[src/rtl/count_monitor_if.sv]
// Event stream from count_monitor to a scoreboard or status block.
// master drives valid/code/value, slave returns ready.
interface count_monitor_if;
    logic       evt_valid;
    logic       evt_ready;
    logic [2:0] evt_code;
    logic [3:0] evt_value;

    modport master (output evt_valid, output evt_code, output evt_value, input evt_ready);
    modport slave  (input evt_valid, input evt_code, input evt_value, output evt_ready);
endinterface

[src/rtl/count_monitor.sv]
// Observer for the mod-(MAX_VAL+1) up/down counter: classifies transitions, queues events in a FIFO.
// Latency: event sampled at edge N is visible at the FIFO head after edge N (no empty bypass).
// Backpressure: evt_ready holds the head; a full FIFO drops new events and sets ovf. COUNT_MONITOR_STEP_EVT_EN adds UP/DOWN events.

module count_monitor_fifo #(
    parameter int W     = 7,
    parameter int DEPTH = 4
) (
    input  logic         clock,
    input  logic         reset,
    input  logic         push_vld,
    input  logic [W-1:0] push_dat,
    output logic         push_rdy,
    output logic         pop_vld,
    input  logic         pop_rdy,
    output logic [W-1:0] pop_dat
);
    localparam int AW = (DEPTH > 1) ? $clog2(DEPTH) : 1;
    localparam logic [AW:0] FULL_CNT = (AW+1)'(DEPTH);

    logic [W-1:0]  mem [DEPTH];
    logic [AW-1:0] wr_ptr;
    logic [AW-1:0] rd_ptr;
    logic [AW:0]   used;
    logic          push_fire;
    logic          pop_fire;

    assign pop_vld   = (used != '0);
    assign pop_fire  = pop_vld && pop_rdy;
    // A pop in the same cycle frees a slot, so a full FIFO still accepts the push.
    assign push_rdy  = (used != FULL_CNT) || pop_fire;
    assign push_fire = push_vld && push_rdy;
    assign pop_dat   = mem[rd_ptr];

    always_ff @(posedge clock) begin
        if (reset) begin
            wr_ptr <= '0;
            rd_ptr <= '0;
            used   <= '0;
            for (int i = 0; i < DEPTH; i++) mem[i] <= '0;
        end else begin
            if (push_fire) begin
                mem[wr_ptr] <= push_dat;
                wr_ptr      <= wr_ptr + AW'(1);
            end
            if (pop_fire) rd_ptr <= rd_ptr + AW'(1);
            case ({push_fire, pop_fire})
                2'b10:   used <= used + (AW+1)'(1);
                2'b01:   used <= used - (AW+1)'(1);
                default: used <= used;
            endcase
        end
    end
endmodule

module count_monitor #(
    parameter int MAX_VAL    = 11,
    parameter int WRAP_W     = 8,
    parameter int FIFO_DEPTH = 4
) (
    input  logic                clock,
    input  logic                reset,
    input  logic [3:0]          count,
    input  logic                en,
    input  logic                clr,
    count_monitor_if.master     evt,
    output logic                dir,
    output logic [WRAP_W-1:0]   wrap_cnt,
    output logic                illegal,
    output logic                ovf
);
    typedef enum logic {INIT, TRACK} state_t;

    typedef struct packed {
        logic [2:0] code;
        logic [3:0] value;
    } evt_t;

    localparam logic [3:0] MAX_V      = 4'(MAX_VAL);
    localparam logic [2:0] C_WRAP_UP  = 3'd1;
    localparam logic [2:0] C_WRAP_DN  = 3'd2;
    localparam logic [2:0] C_JUMP     = 3'd3;
    localparam logic [2:0] C_ILLEGAL  = 3'd4;
    localparam logic [2:0] C_STEP_UP  = 3'd5;
    localparam logic [2:0] C_STEP_DN  = 3'd6;

    state_t     state;
    logic [3:0] prev;
    logic       evt_push;
    logic [2:0] evt_c;
    logic       dir_nxt;
    logic       wrap_hit;
    logic       ill_hit;
    logic       push_rdy;
    logic       drop;
    evt_t       push_dat;
    evt_t       head;

    always_comb begin
        evt_push = 1'b0;
        evt_c    = 3'd0;
        dir_nxt  = dir;
        wrap_hit = 1'b0;
        ill_hit  = 1'b0;
        if (en) begin
            if (count > MAX_V) begin
                evt_push = 1'b1;
                evt_c    = C_ILLEGAL;
                ill_hit  = 1'b1;
            end else if (state == TRACK) begin
                // prev is known legal past the first branch, so +/-1 cannot alias 15/0.
                if (prev > MAX_V) begin
                    evt_push = 1'b1;
                    evt_c    = C_JUMP;
                end else if (prev == count) begin
                    evt_push = 1'b0;
                end else if (prev == MAX_V && count == 4'd0) begin
                    evt_push = 1'b1;
                    evt_c    = C_WRAP_UP;
                    dir_nxt  = 1'b1;
                    wrap_hit = 1'b1;
                end else if (prev == 4'd0 && count == MAX_V) begin
                    evt_push = 1'b1;
                    evt_c    = C_WRAP_DN;
                    dir_nxt  = 1'b0;
                    wrap_hit = 1'b1;
                end else if (count == prev + 4'd1) begin
                    dir_nxt = 1'b1;
`ifdef COUNT_MONITOR_STEP_EVT_EN
                    evt_push = 1'b1;
                    evt_c    = C_STEP_UP;
`else
                    evt_c    = 3'd0;
`endif
                end else if (count == prev - 4'd1) begin
                    dir_nxt = 1'b0;
`ifdef COUNT_MONITOR_STEP_EVT_EN
                    evt_push = 1'b1;
                    evt_c    = C_STEP_DN;
`else
                    evt_c    = 3'd0;
`endif
                end else begin
                    evt_push = 1'b1;
                    evt_c    = C_JUMP;
                end
            end
        end
    end

    assign push_dat = '{code: evt_c, value: count};
    assign drop     = evt_push && !push_rdy;

    always_ff @(posedge clock) begin
        if (reset) begin
            state    <= INIT;
            prev     <= '0;
            dir      <= 1'b1;
            wrap_cnt <= '0;
            illegal  <= 1'b0;
            ovf      <= 1'b0;
        end else begin
            if (en) begin
                state <= TRACK;
                prev  <= count;
                dir   <= dir_nxt;
            end
            // Sticky sets take priority over a coincident clr.
            if (ill_hit)  illegal <= 1'b1;
            else if (clr) illegal <= 1'b0;
            if (drop)     ovf <= 1'b1;
            else if (clr) ovf <= 1'b0;
            if (wrap_hit) begin
                if (clr)                wrap_cnt <= WRAP_W'(1);
                else if (~&wrap_cnt)    wrap_cnt <= wrap_cnt + WRAP_W'(1);
            end else if (clr) begin
                wrap_cnt <= '0;
            end
        end
    end

    count_monitor_fifo #(
        .W     ($bits(evt_t)),
        .DEPTH (FIFO_DEPTH)
    ) u_fifo (
        .clock    (clock),
        .reset    (reset),
        .push_vld (evt_push),
        .push_dat (push_dat),
        .push_rdy (push_rdy),
        .pop_vld  (evt.evt_valid),
        .pop_rdy  (evt.evt_ready),
        .pop_dat  (head)
    );

    assign evt.evt_code  = head.code;
    assign evt.evt_value = head.value;
endmodule

[src/flat_wrapper.sv]
// flat-port wrapper written by rule: the top's interface ports become plain ports
module count_monitor_flat 
#(
    parameter int MAX_VAL    = 11,
    parameter int WRAP_W     = 8,
    parameter int FIFO_DEPTH = 4
)
  (clock, reset, count, en, clr, dir, wrap_cnt, illegal, ovf, evt_evt_valid, evt_evt_code, evt_evt_value, evt_evt_ready);
  count_monitor_if evt_i ();
  input  logic clock;
  input  logic reset;
  input  logic [3:0] count;
  input  logic en;
  input  logic clr;
  output logic dir;
  output logic [WRAP_W-1:0] wrap_cnt;
  output logic illegal;
  output logic ovf;
  output wire logic [$bits(evt_i.evt_valid)-1:0] evt_evt_valid;
  output wire logic [$bits(evt_i.evt_code)-1:0] evt_evt_code;
  output wire logic [$bits(evt_i.evt_value)-1:0] evt_evt_value;
  input wire logic [$bits(evt_i.evt_ready)-1:0] evt_evt_ready;
  assign evt_evt_valid = evt_i.evt_valid;
  assign evt_evt_code = evt_i.evt_code;
  assign evt_evt_value = evt_i.evt_value;
  assign evt_i.evt_ready = evt_evt_ready;
  count_monitor #(.MAX_VAL(MAX_VAL), .WRAP_W(WRAP_W), .FIFO_DEPTH(FIFO_DEPTH)) u_core (.clock(clock), .reset(reset), .count(count), .en(en), .clr(clr), .evt(evt_i), .dir(dir), .wrap_cnt(wrap_cnt), .illegal(illegal), .ovf(ovf));
endmodule
[config.mk]
export PLATFORM = sky130hd
export DESIGN_NAME = count_monitor_flat
export DESIGN_NICKNAME = d
export VERILOG_FILES = /design/src/rtl/count_monitor_if.sv /design/src/rtl/count_monitor.sv /design/src/flat_wrapper.sv
export SDC_FILE = /design/constraint.sdc
export NUM_CORES = 1
export LEC_CHECK = 0
export ABC_AREA = 0
export BUFFER_PORTS_ARGS = -buffer_cell sky130_fd_sc_hd__buf_2
export CORE_ASPECT_RATIO = 0.7
export CORE_UTILIZATION = 59
export DETAILED_ROUTE_END_ITERATION = 10
export PLACE_DENSITY = 0.85
export SLEW_MARGIN = 20
export SYNTH_ARGS = -nofsm -noshare
export SYNTH_HDL_FRONTEND = slang
export SYNTH_SLANG_ARGS = --single-unit
[constraint.sdc]
create_clock -name clock -period 4.1 [get_ports clock]
set_clock_uncertainty 0.15 [all_clocks]
set_input_delay 0.82 -clock clock [delete_from_list [all_inputs] [get_ports clock]]
set_output_delay 0.82 -clock clock [all_outputs]
set_load 0.005 [all_outputs]
* Word level (Yosys, flattened, before mapping)
Memory sizes are Yosys's and may differ from the RTL's. A register that Yosys moved wholly into a read port is not among the register bits.
Index checks and enable logic that the tools add are counted.
** Storage, ports and cells
- Flip-flop bits (word level) :: 23
- Bits in writable memories :: 28
- Bits of input ports :: 9
- Output and inout bits :: 19
- Logic and storage cells :: 99
- Memories :: 1
** Memories
- u_core.u_fifo.mem :: depth 4, width 7, rd ports 1, clocked after Yosys merged registers in 1, wr ports 4, line count_monitor.sv:21 : logic [W-1:0] mem [DEPTH];
** Cells by class
- $add $sub $neg :: 7
- Order comparisons :: 2
- Equal/unequal tests :: 9
- Mux-type cells :: 49
- Bitwise operators :: 3
- Reduce and logical (&&, ||, !) cells :: 19
** Operator list (number)
- $mux 8 :: 4
- $mux 1 :: 31
- $mux 3 :: 8
- $eq 4x4->1 :: 3
- $add 8x1->8 const B :: 1
- $eq 4x4->1 const B :: 2
- $gt 4x4->1 const B :: 2
- $logic_not 4->1 :: 2
- $mux 2 :: 4
- $reduce_and 8->1 :: 1
- $reduce_bool 2->1 :: 4
- $mux 7 :: 1
- $reduce_or 7->1 :: 1
- $pmux 3 s2 :: 1
- $reduce_and 6->1 :: 1
- $logic_and 1x1->1 :: 5
- $add 2x1->2 const B :: 2
- $add 4x1->4 const B :: 1
- $reduce_bool 4->1 :: 1
- $sub 4x1->4 const B :: 1
- $add 3x1->3 const B :: 1
- $ne 3x3->1 const B :: 1
- $not 1->1 :: 3
- $reduce_bool 3->1 :: 1
- other kinds (7) :: 7

* Logic depth before layout (Yosys ltp)
Gate-level depths: netlist of the first run.
- Depth after elaboration :: 17
- Depth in mapped cells :: 13

* Modules after synthesis
From an unflattened synthesis of the first run, not the netlist that was laid out.
** Second synthesis, totals
- Cells, all modules :: 258
- Area, all modules :: 2792.7 µm²
** By module, submodules not included
- count_monitor_fifo :: instances 1, cells an instance 120, area an instance 1659.1 µm², seq. area each 1021.0 µm²
- count_monitor :: instances 1, cells an instance 138, area an instance 1133.6 µm², seq. area each 320.3 µm²

* Worst setup path before layout of the first run
No wires, ideal clock.
- Path kind :: input to register
- From :: in count[2]
- To :: reg u_core.u_fifo.used[1]
- Setup time :: 0.123 ns
- Data arrival time :: 3.045 ns
- Data required time :: 3.827 ns
- Setup slack :: 0.782 ns
- Stages on the path :: 8
- Cells stage by stage :: xor3_1 -> or3_1 -> or4_1 -> o211ai_1 -> nand2_1 -> fa_1 -> nor2_1 -> mux2_1
** On the way
- Word-level cells in the longest chain between the ends :: 13
- Elaborated cells on any way between the ends :: 22
- Those cells by class :: order compare (1); eq/ne (6); mux (10); reduce/logical (5)
** RTL lines
- start: declaration :: line flat_wrapper.sv:12 : input logic [3:0] count;
- $eq 4x4->1 :: line count_monitor.sv:135 : end else if (count == prev - 4'd1) begin
- $mux 1 :: line count_monitor.sv:135
- $mux 1 :: line count_monitor.sv:127 : end else if (count == prev + 4'd1) begin
- $mux 1 :: line count_monitor.sv:122 : end else if (prev == 4'd0 && count == MAX_V) begin
- $mux 1 :: line count_monitor.sv:117 : end else if (prev == MAX_V && count == 4'd0) begin
- $mux 1 :: line count_monitor.sv:115 : end else if (prev == count) begin
- $mux 1 :: line count_monitor.sv:112 : if (prev > MAX_V) begin
- $mux 1 :: line count_monitor.sv:110 : end else if (state == TRACK) begin
- $mux 1 (*) :: line count_monitor.sv:106 : if (count > MAX_V) begin
- $mux 1 (*) :: line count_monitor.sv:105 : if (en) begin
- $logic_and 1x1->1 (*) :: line count_monitor.sv:32 : assign push_fire = push_vld && push_rdy;
- $eq 2x1->1 or $eq 2x2->1 (tied branches) :: line count_monitor.sv:47 : case ({push_fire, pop_fire})
- $pmux 3 s2 or $reduce_bool 2->1 (tied branches)
- end signal: assignment :: line count_monitor.sv:48 : 2'b10: used <= used + (AW+1)'(1);
- end signal: assignment :: line count_monitor.sv:49 : 2'b01: used <= used - (AW+1)'(1);
- end signal: assignment :: line count_monitor.sv:50 : default: used <= used;
- end: declaration :: line count_monitor.sv:24 : logic [AW:0] used;
Every way passes the cells marked *; elsewhere a longest branch is shown, timed or not.
A chain may end at the register's enable or synchronous reset.

* Worst setup path after layout of the first run
- From :: in count[2]
- To :: reg u_core.u_fifo.used[2]
Same word-level chain as after synthesis.

==> results.tsv, run 1 <==
stage	metric	value	unit
outcome	outcome	finished clean	
pwr	Flop pwr share	49.3	%
timing	Hold Vio Cnt, Final	0	
timing	Worst-Margin Slew	0.7081	ns
grt	vias in the first global route	1922	
final_layout	Core Util, Final	68.76	%
cts	clk_lat worst skew	0.32	ns
placement	HPWL Detailed	4.157	mm
critical_path	slowest stage delay, CP	0.46	ns
drt	Routed Antenna Nets	0	
worst_hold_path	worst min path class	reg -> reg	
cts	clock tree buffer depth	2	
timing	Setup violations, final	0	
pwr	Comb power frac	23.8	%
synth	Post-Syn Area	2801	sq um
grt	gr usage total	25.17	%
pwr	Psw	408.1	uW
placement	routability cong.	0.8998	
cts	post-cts hold buffer count	0	
drt	routed length per instance	16.97	um
synth	Synth Warn #	0	
pwr	peak supply drop	0.3181	mV
pwr	internal power	954.4	uW
pwr	Pleak	0.001245	uW
grt	antenna violations before repair	0	
timing	slew margin rel.	52.43	%
critical_path	Worst path slowest cell	fa_1	
timing	Worst Hold Margin	0.3380	ns
synth	area fraction of the dominant cell type after synthesis	30.01	%
floorplanning	Initial Util	62.89	%
critical_path	Worst Path Buf+Inv	1	
drt	Via-to-Cell Ratio	6.064	
critical_path	CP endpoint kind	register	
cts	setup bufs post-CTS	0	
synth	cell taking the most area after synthesis	edfxtp_1	
critical_path	CP Launch Type	input port	
timing	RSZ-0062 raised after global routing	false	
drt	DRT iter0 DRCs	170	
synth	Mapped Cells	270	
floorplanning	IO Count	28	
synth	number of synthesized flops with an enable pin	28	
pwr	sw frac	29.95	%
pwr	pwr dens	444.8	nW/um^2
synth	Async S/R FF share, synth	0	%
cts	clock sinks	53	
floorplanning	die width	84.36	um
placement	number of port buffers	27	
drt	DRC Markers	0	
synth	top-count cell post-synth	nor2_1	
run	Max-Cap Viols	0	
drt	DRT Pass-1 Iters	5	
synth	syn avg cell area	10.38	sq um
critical_path	CP max FO	15	
final_layout	P&R area growth vs syn	9.335	%
floorplanning	die height	59.65	um
timing	Final TNS setup	0	ns
final_layout	Nets	304	
cts	H-tree depth	2	
timing	max-slew violations	0	
synth	Top FF cell, synth	edfxtp_1	
critical_path	critical-path cell list	buf_2 -> xor3_1 -> or3_1 -> or4_1 -> o211ai_1 -> nand2_1 -> fa_1 -> nand2b_1 -> nor4b_1 -> o21ai_0 -> nand4_1	
synth	Unique masters post-synth	44	
timing	crit share post-route	85.10	%
grt	first-pass GRT wire length	9.397	mm
cts	Inserted Clock Buffers	5	
critical_path	Worst Path Required	4.15	ns
final_layout	diode count	0	
final_layout	share of cells above drive strength 1	16.84	%
synth	top post-synthesis cells by count	nor2_1 (35), edfxtp_1 (28), dfxtp_1 (25)	
drt	via count	2098	
drt	Final Routed Wirelength	5.873	mm
critical_path	critical setup path kind	in -> reg	
grt	Remaining Overflow, GRT	0	
floorplanning	die footprint	5032	sq um
grt	largest net degree at the start of global routing	31	
timing	Max Fclk	286.6	MHz
critical_path	Crit path arrival time	3.54	ns
synth	ranking of synthesized cells by area	edfxtp_1 (30%), dfxtp_1 (18%), mux4_2 (5.6%)	
synth	Synth Net Count	284	
synth	register area share after synthesis	47.88	%
cts	CTS clk-pin slew, worst paths	0.09	ns
cts	post_cts resized	0	
critical_path	Top Family by Delay on Critical Path	simple AND/OR/NAND/NOR gates	
floorplanning	Rows	20	
floorplanning	Core ar.	4454	sq um
pwr	clock power share	26.9	%
cts	Root Buffer	clkbuf_8	
synth	#FFs+latches synth	53	
cts	TritonCTS clock tree	done	
timing	Final min period	3.489	ns
==> worst register-to-register path, cell delays in order, from the launching register on <==
cell and delay, ns:
dfxtp_1 0.49, inv_1 0.11, ha_1 0.34, xnor2_1 0.15, or3_1 0.36, or4_1 0.44, o211ai_1 0.24, nand2_1 0.14
fa_1 0.46, nand2b_1 0.12, nor4b_1 0.06, o21ai_0 0.20, nand4_1 0.10
==> per-stage QoR <==
| step | cells | total power, uW | area, sq um | setup WS, ns |
|---|---|---|---|---|
| detailed placement | 338 | 1005 | 2950 | 0.2952 |
| CTS | 346 | 1364 | 3063 | 0.6455 |
| global route | 346 | 1435 | 3063 | 0.4280 |
| finish | 346 | 1363 | 3063 | 0.6108 |
| global placement | 338 | 992.8 | 2950 | 0.4341 |
| floorplan | 270 | 910.4 | 2801 | 0.7815 |
==> flip-flops by register name, indices dropped and copies added (netlist names), named ones only <==
signal / flops
u_core.wrap_cnt: 8
u_core.illegal: 1
u_core.dir: 1
u_core.state: 1
u_core.prev: 4
u_core.u_fifo.mem: 28
u_core.u_fifo.wr_ptr: 2
u_core.u_fifo.used: 3
u_core.ovf: 1
u_core.u_fifo.rd_ptr: 2
==> cells by family after synthesis <==
logic type               synth area share [%]
AO/OA/AOI/OAI                           8.084
XOR/XNOR                                6.342
adder cells (fa/ha/maj)                 2.501
buffers and inverters                   3.707
flip-flops                              47.88
multiplexers                            8.218
AND/OR/NAND/NOR                         23.27
==> layout by cell type (no fill, tap or decap), drive strengths merged, types with 2 or more instances in the layout <==
master,instances
nor2,35
edfxtp,28
buf,28
dfxtp,25
and3,17
inv,12
nand2,11
nand4,11
o21ai,10
xor2,9
nor3,9
nand3,8
mux4,7
or3,7
a21oi,7
and2,6
xnor2,6
nand2b,5
mux2i,5
clkbuf,5
ha,4
nor2b,3
nand3b,3
a31o,3
and4,2
or4,2
nand4b,2
o211ai,2
a21o,2
a211oi,2
mux2,2
==> per-layer routing <==
layer | wire length, um | global-route usage, % | share of wire [%] | vias up
met5 | 0 | 0 | 0 | -
met4 | 76 | 9.443 | 1.3 | 0
met3 | 376 | 5.801 | 6.4 | 6
met2 | 2664 | 39.93 | 45 | 75
met1 | 2755 | 34.60 | 47 | 992
li1 | - | - | - | 1025
==> final cells by class <==
class / count / area, sq um
Clock buffer: 5 / 68.82
Clock inverter: 3 / 43.79
Fill cell: 328 / 1391
Inverter: 11 / 41.29
Multi-Input combinational cell: 191 / 1356
Sequential cell: 53 / 1341
Tap cell: 55 / 68.82
Timing Repair Buffer: 28 / 142.6
==> worst paths after layout <==
check	from	endpoint	slack [ns]	depth (start not counted)
max reg2reg	u_core.prev[0]	u_core.u_fifo.used[2]	0.64	12
min reg2reg	u_core.illegal	u_core.illegal	0.34	2
max	count[2]	u_core.u_fifo.used[2]	0.61	11
min	u_core.illegal	u_core.illegal	0.34	2
==> power groups by stage <==
stage                     Sequential, uW  Clock [uW]  Combinational [uW]
after floorplan                      645           0                 265
after global placement               681           0                 312
after detailed placement             683           0                 322
after CTS                            672         369                 323
after global routing                 683         391                 361
final                                672         367                 324
Power figures use the tool's default switching activity.
==> inputs of run 2 (changes only) <==
- GPL_ROUTABILITY_DRIVEN: default -> 0
- PLACE_DENSITY: 0.85 -> 0.8
==> run 2 against run 1 <==
- worst setup slack worse by 0.0045 ns
- final cell count is the same
- count of clock-buffer cells in the layout did not move
- sequential power is essentially flat
- sequential share of layout area did not move
- critical path depth did not move
- via count decreased by 0.38%
- design area unchanged
- largest cell class unchanged
- highest routed layer unchanged
==> results.tsv, run 2 (synthesis gave the netlist of run 1 again) <==
stage	metric	value	unit	change
outcome	outcome	finished clean		
timing	Worst-Margin Slew	0.7418	ns	+0.03370 ns
worst_hold_path	hold path start	u_core.illegal		
final_layout	share of cells above drive strength 1	16.84	%	unchanged
timing	Max Fclk	286.2	MHz	-0.13%
drt	routed length per instance	15.83	um	-6.8%
cts	Root Buffer	clkbuf_8		
worst_hold_path	Hold Path Depth	2		unchanged
grt	first-pass GRT wire length	9.087	mm	-3.3%
timing	crit share post-route	85.21	%	+0.11 points
cts	H-tree depth	2		unchanged
placement	Area after DPL	2950	sq um	unchanged
timing	Final min period	3.494	ns	+0.004500 ns
final_layout	biggest regs	u_core.u_fifo.mem x28, u_core.wrap_cnt x8, u_core.prev x4		
final_layout	Largest Register	u_core.u_fifo.mem		
floorplanning	Rows	20		unchanged
drt	via count	2090		-0.38%
timing	Hold Vio Cnt, Final	0		unchanged
cts	setup bufs post-CTS	0		unchanged
drt	Final Routed Wirelength	5.476	mm	-6.8%
floorplanning	IO Count	28		unchanged
cts	post-cts hold buffer count	0		unchanged
critical_path	reg-to-reg slack, setup	0.64	ns	about the same
drt	Via-to-Cell Ratio	6.040		-0.38%
timing	RSZ-0062 raised after global routing	false		
grt	Top Usage Layer GRT	met2		
run	Max-Cap Viols	0		unchanged
timing	Setup violations, final	0		unchanged
timing	max-slew violations	0		unchanged
critical_path	reg2reg end	u_core.u_fifo.used[2]		
grt	antenna violations before repair	0		unchanged
grt	GR Layer Usage met2	39.81	%	-0.12 points
pwr	Comb power frac	23.8	%	about the same
critical_path	reg2reg path depth	12		unchanged
worst_hold_path	Worst Hold Path EP	u_core.illegal		
final_layout	commonest non-fill, non-tap cells in the layout	nor2_1 (35), edfxtp_1 (28), buf_2 (27)		
critical_path	slowest stage delay, CP	0.46	ns	about the same
grt	vias in the first global route	1932		+0.52%
floorplanning	Core ar.	4454	sq um	unchanged
grt	gr usage total	23.74	%	-1.4 points
pwr	Psw	398.2	uW	-2.4%
grt	Remaining Overflow, GRT	0		unchanged
cts	clock tree buffer depth	2		unchanged
final_layout	P&R area growth vs syn	9.335	%	unchanged
timing	slew margin rel.	50.17	%	-2.3 points
cts	CTS clk-pin slew, worst paths	0.10	ns	about the same
drt	DRT Pass-1 Iters	5		unchanged
floorplanning	Initial Util	62.89	%	unchanged
final_layout	Nets	304		unchanged
pwr	peak supply drop	0.3779	mV	+19%
critical_path	CP max FO	15		unchanged
critical_path	critical setup path kind	in -> reg		
cts	post_cts resized	0		unchanged
drt	DRC Markers	0		unchanged
grt	met3 usage	4.834	%	-0.97 points
final_layout	Core Util, Final	68.76	%	unchanged
placement	HPWL Detailed	3.844	mm	-7.5%
pwr	Flop pwr share	49.5	%	+0.2 points
cts	TritonCTS clock tree	done		
final_layout	diode count	0		unchanged
pwr	Power, Total	1352	uW	-0.76%
placement	number of port buffers	27		unchanged
critical_path	Worst Path Required	4.15	ns	about the same
cts	Inserted Clock Buffers	5		unchanged
pwr	internal power	953.9	uW	about the same
floorplanning	die footprint	5032	sq um	unchanged
critical_path	r2r startpoint	u_core.prev[0]		
worst_hold_path	worst min path class	reg -> reg		
final_layout	Final Instance Area	3063	sq um	unchanged
critical_path	Crit path arrival time	3.54	ns	about the same
timing	Final TNS setup	0	ns	unchanged
drt	Routed Antenna Nets	0		unchanged
final_layout	commonest non-fill, non-tap cell in the layout	nor2_1		
critical_path	Worst path slowest cell	fa_1		
critical_path	critical-path cell list	buf_2 -> xor3_1 -> or3_1 -> or4_1 -> o211ai_1 -> nand2_1 -> fa_1 -> nand2b_1 -> nor4b_1 -> o21ai_0 -> nand4_1		
floorplanning	die width	84.36	um	unchanged
critical_path	CP endpoint kind	register		
floorplanning	die height	59.65	um	unchanged
pwr	clock power share	26.7	%	-0.2 points
cts	clock sinks	53		unchanged
pwr	Pleak	0.001245	uW	unchanged
pwr	pwr dens	441.5	nW/um^2	-0.76%
critical_path	CP Launch Type	input port		
pwr	sw frac	29.45	%	-0.50 points
drt	DRT iter0 DRCs	111		-35%
cts	clk_lat worst skew	0.31	ns	about the same
final_layout	number of flip-flops in the largest register	28		unchanged
timing	Worst Hold Margin	0.3308	ns	-0.007274 ns
grt	met1 global-route usage	32.43	%	-2.2 points
grt	largest net degree at the start of global routing	31		unchanged
## run 2: cell counts in the layout (fill, tap and decap cells not counted)
Identical to the previous run, type by type.
## run 2: metrics by stage
| stage | setup slack (ns) | instances |
|---|---|---|
| final | 0.6063 | 346 |
| after global routing | 0.4187 | 346 |
| after CTS | 0.6289 | 346 |
| after detailed placement | 0.2997 | 338 |
| after global placement | 0.4301 | 338 |
| after floorplan | 0.7815 | 270 |
## run 2: worst max path at each step
stage	from	to
5_1_grt	u_core.prev[0]	u_core.u_fifo.used[2]
3_3_place_gp	count[2]	u_core.u_fifo.used[1]
3_5_place_dp	count[2]	u_core.u_fifo.used[2]
4_1_cts	count[2]	u_core.u_fifo.used[2]
6_report	count[2]	u_core.u_fifo.used[2]
2_1_floorplan	count[2]	u_core.u_fifo.used[1]
## run 2: worst max-delay path, delay by kind of cell
kind	cells	cell delay [ns]
simple gates	6	1.20
buf+inv	1	0.26
xor+xnor	1	0.39
compound gates	2	0.42
fa+ha+maj	1	0.46
## run 2: power by group through the flow
stage	sequential, uW	clock [uW]	combinational [uW]
2_1_floorplan	645	0	265
3_3_place_gp	682	0	312
3_5_place_dp	682	0	320
4_1_cts	669	364	321
5_1_grt	680	385	360
6_report	669	361	322
## run 2: per-layer routing
layer,share of wire (%),vias to the layer above
met5,0,-
met3,4.9,8
met1,49,984
met2,45,71
li1,-,1027
met4,1.0,0
## run 2: area by class of cell
class / count / area, sq um
Fill cell: 324 / 1391
Multi-Input combinational cell: 191 / 1356
Sequential cell: 53 / 1341
Timing Repair Buffer: 28 / 142.6
Clock buffer: 5 / 68.82
Tap cell: 55 / 68.82
Clock inverter: 3 / 43.79
Inverter: 11 / 41.29
